## src/rtl/mips_pkg.sv

```systemverilog
// Shared definitions for the MIPS memory-access/writeback stage.
package mips_pkg;

  // Access size codes as carried on in_size.
  localparam logic [1:0] SZ_B = 2'd0;
  localparam logic [1:0] SZ_H = 2'd1;
  localparam logic [1:0] SZ_W = 2'd2;

  // Exception codes reported on exc_code.
  localparam logic [1:0] EXC_ADEL = 2'd1;
  localparam logic [1:0] EXC_ADES = 2'd2;
  localparam logic [1:0] EXC_BUS  = 2'd3;

  typedef enum logic {
    ST_IDLE = 1'b0,
    ST_BUSY = 1'b1
  } state_t;

  // Half accesses need addr[0]=0; words (and the reserved code 3) need addr[1:0]=0.
  function automatic logic misaligned(input logic [1:0] size, input logic [1:0] lo);
    case (size)
      SZ_B:    return 1'b0;
      SZ_H:    return lo[0];
      default: return |lo;
    endcase
  endfunction

endpackage

```

## src/rtl/mips_mem_align.sv

```systemverilog
// Byte-lane steering for stores and lane select / extension for loads.
module mips_mem_align
  import mips_pkg::*;
(
  input  logic [1:0]  st_size,
  input  logic [1:0]  st_lo,
  input  logic [31:0] st_data,
  output logic [3:0]  be,
  output logic [31:0] wdata,
  input  logic [1:0]  ld_size,
  input  logic        ld_sx,
  input  logic [1:0]  ld_lo,
  input  logic [31:0] rdata,
  output logic [31:0] ld_data
);

  logic [31:0] shifted;

  // Store side: byte enables follow the low address bits, data is replicated across lanes.
  always_comb begin
    // NOTE: every output of a combinational block gets a default first so no path leaves it unassigned (which would infer a latch).
    be    = 4'b0000;
    wdata = '0;
    case (st_size)
      SZ_B: begin
        be    = 4'b0001 << st_lo;
        wdata = {4{st_data[7:0]}};
      end
      SZ_H: begin
        be    = 4'b0011 << st_lo;
        wdata = {2{st_data[15:0]}};
      end
      default: begin
        be    = 4'b1111;
        wdata = st_data;
      end
    endcase
  end

  // Load side: bring the addressed lane down to bit 0, then sign- or zero-extend.
  always_comb begin
    shifted = rdata >> {ld_lo, 3'b000};
    ld_data = rdata;
    case (ld_size)
      SZ_B:    ld_data = {{24{ld_sx & shifted[7]}}, shifted[7:0]};
      SZ_H:    ld_data = {{16{ld_sx & shifted[15]}}, shifted[15:0]};
      default: ld_data = rdata;
    endcase
  end

endmodule

```

## src/rtl/mips_mem.sv

```systemverilog
// MIPS I memory-access/writeback stage: single-beat req/ack bus access with
// byte lanes, load extension, alignment exceptions and an optional watchdog.
module mips_mem
  import mips_pkg::*;
#(
  parameter int unsigned TIMEOUT = 0,
  parameter int unsigned CW      = 8
) (
  input  logic        clock,
  input  logic        reset,
  input  logic        in_valid,
  input  logic        in_ld,
  input  logic        in_st,
  input  logic [1:0]  in_size,
  input  logic        in_sx,
  input  logic [31:0] in_addr,
  input  logic [31:0] in_data,
  input  logic [4:0]  in_rd,
  output logic        stall,
  output logic        mem_req,
  output logic        mem_we,
  output logic [31:0] mem_addr,
  output logic [3:0]  mem_be,
  output logic [31:0] mem_wdata,
  input  logic [31:0] mem_rdata,
  input  logic        mem_ack,
  output logic        wb_valid,
  output logic [4:0]  wb_rd,
  output logic [31:0] wb_data,
  output logic        exc,
  output logic [1:0]  exc_code,
  output logic [31:0] exc_addr
);

  // Counter value seen in the last BUSY cycle before the watchdog fires.
  localparam logic [CW-1:0] LIMIT = CW'((TIMEOUT > 0) ? TIMEOUT - 1 : 0);

  state_t      state, state_next;
  logic [CW-1:0] cnt;

  // Attributes of the outstanding access, held for load extraction and BadVAddr.
  logic [1:0]  lo_q;
  logic [1:0]  size_q;
  logic        sx_q;
  logic [4:0]  rd_q;
  logic        ld_q;

  logic        is_ld, is_st, is_mem, mis, timeout;
  logic [3:0]  be_gen;
  logic [31:0] wdata_gen, ld_data;

  // Both strobes set decodes as a load.
  assign is_ld   = in_ld;
  assign is_st   = in_st & ~in_ld;
  assign is_mem  = in_ld | in_st;
  assign mis     = misaligned(in_size, in_addr[1:0]);
  // An ack in the timeout cycle completes normally.
  assign timeout = (TIMEOUT != 0) && (state == ST_BUSY) && (cnt == LIMIT) && !mem_ack;

  mips_mem_align u_align (
    .st_size (in_size),
    .st_lo   (in_addr[1:0]),
    .st_data (in_data),
    .be      (be_gen),
    .wdata   (wdata_gen),
    .ld_size (size_q),
    .ld_sx   (sx_q),
    .ld_lo   (lo_q),
    .rdata   (mem_rdata),
    .ld_data (ld_data)
  );

  // State register.
  always_ff @(posedge clock) begin
    // NOTE: sequential state uses non-blocking assignments so every register samples pre-edge values.
    if (reset) state <= ST_IDLE;
    else       state <= state_next;
  end

  // Next-state logic: enter BUSY on an aligned ld/st, leave on ack or watchdog expiry.
  always_comb begin
    state_next = state;
    case (state)
      ST_IDLE: if (in_valid && is_mem && !mis) state_next = ST_BUSY;
      ST_BUSY: if (mem_ack || timeout)         state_next = ST_IDLE;
      default: state_next = ST_IDLE;
    endcase
  end

  // State-decoded outputs: the request is open exactly while BUSY.
  always_comb begin
    stall   = (state == ST_BUSY);
    mem_req = (state == ST_BUSY);
  end

  // Registered datapath: bus command capture, writeback and exception pulses.
  always_ff @(posedge clock) begin
    if (reset) begin
      cnt       <= '0;
      mem_we    <= 1'b0;
      mem_addr  <= '0;
      mem_be    <= '0;
      mem_wdata <= '0;
      lo_q      <= '0;
      size_q    <= '0;
      sx_q      <= 1'b0;
      rd_q      <= '0;
      ld_q      <= 1'b0;
      wb_valid  <= 1'b0;
      wb_rd     <= '0;
      wb_data   <= '0;
      exc       <= 1'b0;
      exc_code  <= '0;
      exc_addr  <= '0;
    end else begin
      wb_valid <= 1'b0;
      exc      <= 1'b0;
      case (state)
        ST_IDLE: begin
          if (in_valid) begin
            if (!is_mem) begin
              wb_valid <= (in_rd != 5'd0);
              wb_rd    <= in_rd;
              wb_data  <= in_addr;
            end else if (mis) begin
              exc      <= 1'b1;
              exc_code <= is_ld ? EXC_ADEL : EXC_ADES;
              exc_addr <= in_addr;
            end else begin
              mem_we    <= is_st;
              mem_addr  <= {in_addr[31:2], 2'b00};
              mem_be    <= be_gen;
              mem_wdata <= wdata_gen;
              lo_q      <= in_addr[1:0];
              size_q    <= in_size;
              sx_q      <= in_sx;
              rd_q      <= in_rd;
              ld_q      <= is_ld;
              cnt       <= '0;
            end
          end
        end
        ST_BUSY: begin
          if (mem_ack) begin
            mem_we <= 1'b0;
            if (ld_q) begin
              wb_valid <= (rd_q != 5'd0);
              wb_rd    <= rd_q;
              wb_data  <= ld_data;
            end
          end else if (timeout) begin
            mem_we   <= 1'b0;
            exc      <= 1'b1;
            exc_code <= EXC_BUS;
            exc_addr <= {mem_addr[31:2], lo_q};
          end else if (TIMEOUT != 0) begin
            cnt <= cnt + 1'b1;
          end
        end
        default: ;
      endcase
    end
  end

endmodule

```

## config.mk

```make
export PLATFORM = sky130hd
export DESIGN_NAME = mips_mem
export DESIGN_NICKNAME = d
export VERILOG_FILES = /design/src/rtl/mips_pkg.sv /design/src/rtl/mips_mem_align.sv /design/src/rtl/mips_mem.sv
export SDC_FILE = /design/constraint.sdc
export NUM_CORES = 1
export LEC_CHECK = 0
export CAP_MARGIN = 20
export CORE_AREA = 4 4 125 127
export DETAILED_ROUTE_END_ITERATION = 16
export DIE_AREA = 0 0 129 131
export PLACE_DENSITY = 0.89
export SKIP_CTS_REPAIR_TIMING = 1
export SYNTH_ARGS = -nofsm -noshare
export SYNTH_HDL_FRONTEND = slang
export SYNTH_SLANG_ARGS = --single-unit
```

## constraint.sdc

```tcl
create_clock -name clock -period 3 [get_ports clock]
set_input_delay 0.45 -clock clock [delete_from_list [all_inputs] [get_ports clock]]
set_output_delay 0.45 -clock clock [all_outputs]
set_load 0.03 [all_outputs]
```

==> results.md <==
- Summing the areas of all xor and xnor instances in the mapped netlist gives 0.1245% of the synthesized area.
- The total number of vias is 7,400.
- The total power divided by cell area is 535.9 nW/µm².
- The worst-skew pair later-pin latency is 0.43 ns.
- The post-synthesis cell type count is 46.
- The largest net degree at the start of global routing is 60.
- The dominant combinational cell family by area after synthesis is compound AO/OA/AOI/OAI gates.
- The data required time of the worst path is 2.55 ns.
- In the routed design, unresolved DRC markers number 0.
- In this run the cell area of the synthesized design comes to 7033 µm².
- In this run the vertical extent of the chip is 131 µm.
- During I/O placement, the number of pins put on the boundary was 254.
- The switching share of power is 29.95%.
- The initial core utilization is 48.76%.
- The power share of the combinational group is 19.7%.
- The count of pins over their slew limit is 0.
- The clock share of power is 40.5%.
- The number of nets still failing antenna checks after routing is 0.
- Headroom to the max-slew limit came out at 31.53%.
- The total detailed-routing wirelength is 24,370 µm.
- The fraction of synthesized cell area taken by the top area cell type is 43.27%.
- The count of filler cells inserted in the layout is 1,072.
- The via count of the first global-routing pass is 7,081.
- The number of antenna violations at the first check in global routing is 0.
- The global placement routability congestion is 0.8818.
- The first routing iteration left 575 violations.
- For the worst setup path, the data arrival time is 1.92 ns.
- The first global-routing pass estimated 37,030 µm of wire.
- The layout overhead on the synthesized area is 45.86%.
- The clock drives 152 sinks.
- Setup repair after global routing left no endpoint under its margin.
- The reported max-cap violation count is 0.
- The global-route congestion overflow total is 0.
- The overall die area is 16,900 µm².
- The proportion of layout cells with a drive suffix above 1 is 6.865%.
- Counting instances, the worst hold path has a depth of 2.
- The worst setup path is launched from a flip-flop.
- The Yosys step of the flow raised 0 warnings.
- The number of vias per cell is 5.732.
- The worst IR drop on VDD is 0.3919 mV.
- The worst slack on hold paths is 0.4033 ns.
- The worst setup path is of the reg2out kind.
- The share of synthesized area occupied by flip-flops and latches is 43.27%.
- The tightest min-delay check is of the in2reg type.
- The number of diodes added for antenna fixing is 0.
- Global routing used 27.95% of the available tracks.
- The synthesized netlist devotes 0% of its cell area to adder and majority cells.
- The routed wirelength normalized by instance count is 18.88 µm.
- Yosys mapped a number of flops with a built-in enable equal to 0.
- Sequential cells account for 39.8% of the total power.
- The floorplan row count is 44.
- The standby leakage power is 3.541 nW.
- Counting flops and latches in the post-synthesis netlist gives 152.
- After synthesis, the share of flip-flops with an asynchronous set or reset is 0%.
- The H-tree depth is 4.
- For this run, the post-layout net count is 1,204.
- The multi-input combinational cells in the finished layout cover a total of 3621 µm².
- For the final routed database, the setup TNS stands at 0 ns.
- The fraction of the mapped netlist area in compound gates is 24.05%.
- The run finished with clean final reports.
- In this run the mean area of a mapped cell was 7.929 µm².
- The power dissipated by switching net loads is 1.646 mW.
- The final-report hold violation count is 0.
- Synthesis handed over a netlist of 887 instances.
- The worst reg-to-reg path cell count is 4.
- Once layout is complete, the utilization of the core stands at 71.12%.
- Of the total synthesized cell area, the portion taken by AND, OR, NAND and NOR gates is 20.92%.
- The final number of setup-violating endpoints is 0.
- Cell internal power was estimated by the tool at 3.851 mW.
- TritonCTS built the clock tree.
- The actual transition at the worst max-transition pin is 1.023 ns.
- The worst setup path is captured at a primary output.
- After clock tree synthesis, the clock-pin slew on the worst setup and hold paths is 0.07 ns.
- Of all nets on the critical path, the largest fanout is 28.
- The primary flip-flop cell chosen by synthesis mapping is sky130_fd_sc_hd__dfxtp_1.
- The longest clock path from root to sink contains 2 buffers.
- The half-perimeter wire length of the detailed placement result is 17,540 µm.
- The clock arrives with 0.01167 ns of skew.
- The iteration count of the initial detailed-routing pass is 6.
- The horizontal extent of the die is 129 µm.
- The post-layout total power is 5.497 mW.
- The post-synthesis mux area share is 5.942%.
- The final critical path takes up 79.09% of the cycle.
- The final critical delay including setup and external delays is 2.373 ns.
- The clock root buffer master is sky130_fd_sc_hd__clkbuf_16.
- The largest area contributor in the netlist is sky130_fd_sc_hd__dfxtp_1.
- The core region is 14,420 µm².
- The total area of sequential cells is 3045 µm².
- The clock buffer count from CTS is 17.
- For this run, the top clock speed supported by timing is 421.4 MHz.
- After synthesis, the cell types taking the most area are sky130_fd_sc_hd__dfxtp_1 43%, sky130_fd_sc_hd__nand2_1 12%, sky130_fd_sc_hd__a21oi_1 7.9%, sky130_fd_sc_hd__mux2i_1 5.0%, sky130_fd_sc_hd__a211oi_1 4.1%.
- During placement, the flow inserted port buffers numbering 251.
==> path summary, 6_finish.rpt <==
kind	slack, ns	from	end
worst min register to register	0.45	mem_wdata[24]	mem_wdata[24]
worst max register to register	0.85	lo_q[1]	wb_data[20]
worst min-delay path	0.40	reset	mem_addr[21]
worst max-delay path	0.63	mem_req	stall
==> cells in the final DEF, fill, tap and decap left out, types with 3 or more instances in the layout <==
cell type	netlist	final
sky130_fd_sc_hd__mux2i_1	35	35
sky130_fd_sc_hd__o21ai_0	25	25
sky130_fd_sc_hd__buf_12	0	5
sky130_fd_sc_hd__or4_1	3	3
sky130_fd_sc_hd__nand2b_1	10	10
sky130_fd_sc_hd__a21oi_1	111	111
sky130_fd_sc_hd__clkbuf_16	0	17
sky130_fd_sc_hd__inv_8	0	6
sky130_fd_sc_hd__dfxtp_1	152	150
sky130_fd_sc_hd__a211oi_1	38	38
sky130_fd_sc_hd__nor2b_1	4	4
sky130_fd_sc_hd__clkdlybuf4s50_1	0	250
sky130_fd_sc_hd__a311o_1	7	7
sky130_fd_sc_hd__nor2_1	56	56
sky130_fd_sc_hd__o211ai_1	7	7
sky130_fd_sc_hd__a221oi_1	8	8
sky130_fd_sc_hd__buf_4	4	19
sky130_fd_sc_hd__nand2_1	220	220
sky130_fd_sc_hd__nor3_1	33	33
sky130_fd_sc_hd__nand3b_1	7	7
sky130_fd_sc_hd__a311oi_1	10	10
sky130_fd_sc_hd__clkinv_4	0	3
sky130_fd_sc_hd__a211o_1	24	24
sky130_fd_sc_hd__a211oi_2	10	10
sky130_fd_sc_hd__o21ai_1	11	11
sky130_fd_sc_hd__mux2_4	3	3
==> synthesized netlist by cell type (2+ instances only) <==
cell                         n
sky130_fd_sc_hd__or4_1       3
sky130_fd_sc_hd__nand2_1   220
sky130_fd_sc_hd__clkbuf_1   53
sky130_fd_sc_hd__nor2_1     56
sky130_fd_sc_hd__o211ai_1    7
sky130_fd_sc_hd__nand3_1     2
sky130_fd_sc_hd__a221oi_1    8
sky130_fd_sc_hd__nor3_1     33
sky130_fd_sc_hd__o21ai_0    25
sky130_fd_sc_hd__o21bai_1    2
sky130_fd_sc_hd__buf_2      26
sky130_fd_sc_hd__a21oi_1   111
sky130_fd_sc_hd__nand2b_1   10
sky130_fd_sc_hd__buf_4       4
sky130_fd_sc_hd__o21ai_1    11
sky130_fd_sc_hd__mux2_4      3
sky130_fd_sc_hd__and3_1      2
sky130_fd_sc_hd__buf_1       2
sky130_fd_sc_hd__a211oi_1   38
sky130_fd_sc_hd__o31ai_1     2
sky130_fd_sc_hd__mux2i_1    35
sky130_fd_sc_hd__buf_6       2
sky130_fd_sc_hd__or3_1       2
sky130_fd_sc_hd__nor2b_1     4
sky130_fd_sc_hd__nand3b_1    7
sky130_fd_sc_hd__a211o_1    24
sky130_fd_sc_hd__a211oi_2   10
sky130_fd_sc_hd__a311oi_1   10
sky130_fd_sc_hd__dfxtp_1   152
sky130_fd_sc_hd__a311o_1     7
==> state kept, by name, indices dropped and copies added (netlist names), 2 cells and up <==
signal / count
mem_addr: 30
wb_data: 32
lo_q: 2
exc_addr: 32
wb_rd: 5
mem_wdata: 32
mem_be: 4
size_q: 2
rd_q: 5
exc_code: 2
==> layout make-up <==
type | instances | area share (%)
multi-input cells | 647 | 35.30
flip-flops and latches | 152 | 29.69
repair buffers | 274 | 26.76
clock buffers | 17 | 4.147
well taps | 184 | 2.244
clock inverters | 15 | 1.793
inverters | 2 | 0.07318
==> per-stage QoR <==
stage	cells	cell area (µm²)	setup slack, ns
2_1_floorplan	888	7037	1.176
3_3_place_gp	1259	9649	0.4470
3_5_place_dp	1259	9649	0.3940
4_1_cts	1291	10260	0.6135
5_1_grt	1291	10260	0.5663
6_report	1291	10260	0.6272
==> layer usage <==
metal | up-vias | routed length [µm] | track usage [%]
met1 | 3480 | 9012 | 31.20
met3 | 31 | 2674 | 10.00
met4 | 0 | 519 | 9.080
li1 | 3522 | - | -
met5 | - | 0 | 0
met2 | 367 | 12160 | 49.70
==> critical path, stage by stage, from the launching register on <==
cell	delay, ns
sky130_fd_sc_hd__dfxtp_2	0.41
sky130_fd_sc_hd__buf_4	0.35
sky130_fd_sc_hd__clkdlybuf4s50_1	0.74
==> cells by family after synthesis <==
family                 after synthesis
AO/OA/AOI/OAI                      258
multiplexers                        39
buffers and inverters               89
XOR/XNOR                             1
flip-flops                         152
other                                1
AND/OR/NAND/NOR                    347
==> power groups by stage <==
stage	Sequential [mW]	Combinational, mW	Clock, mW
finish	2.19	1.08	2.22
CTS	2.19	1.08	2.24
floorplan	2.41	0.398	0
global placement	2.23	1.06	0
global route	2.20	1.15	2.34
detailed placement	2.23	1.07	0
Note: power is estimated with default switching activity, not from simulation.
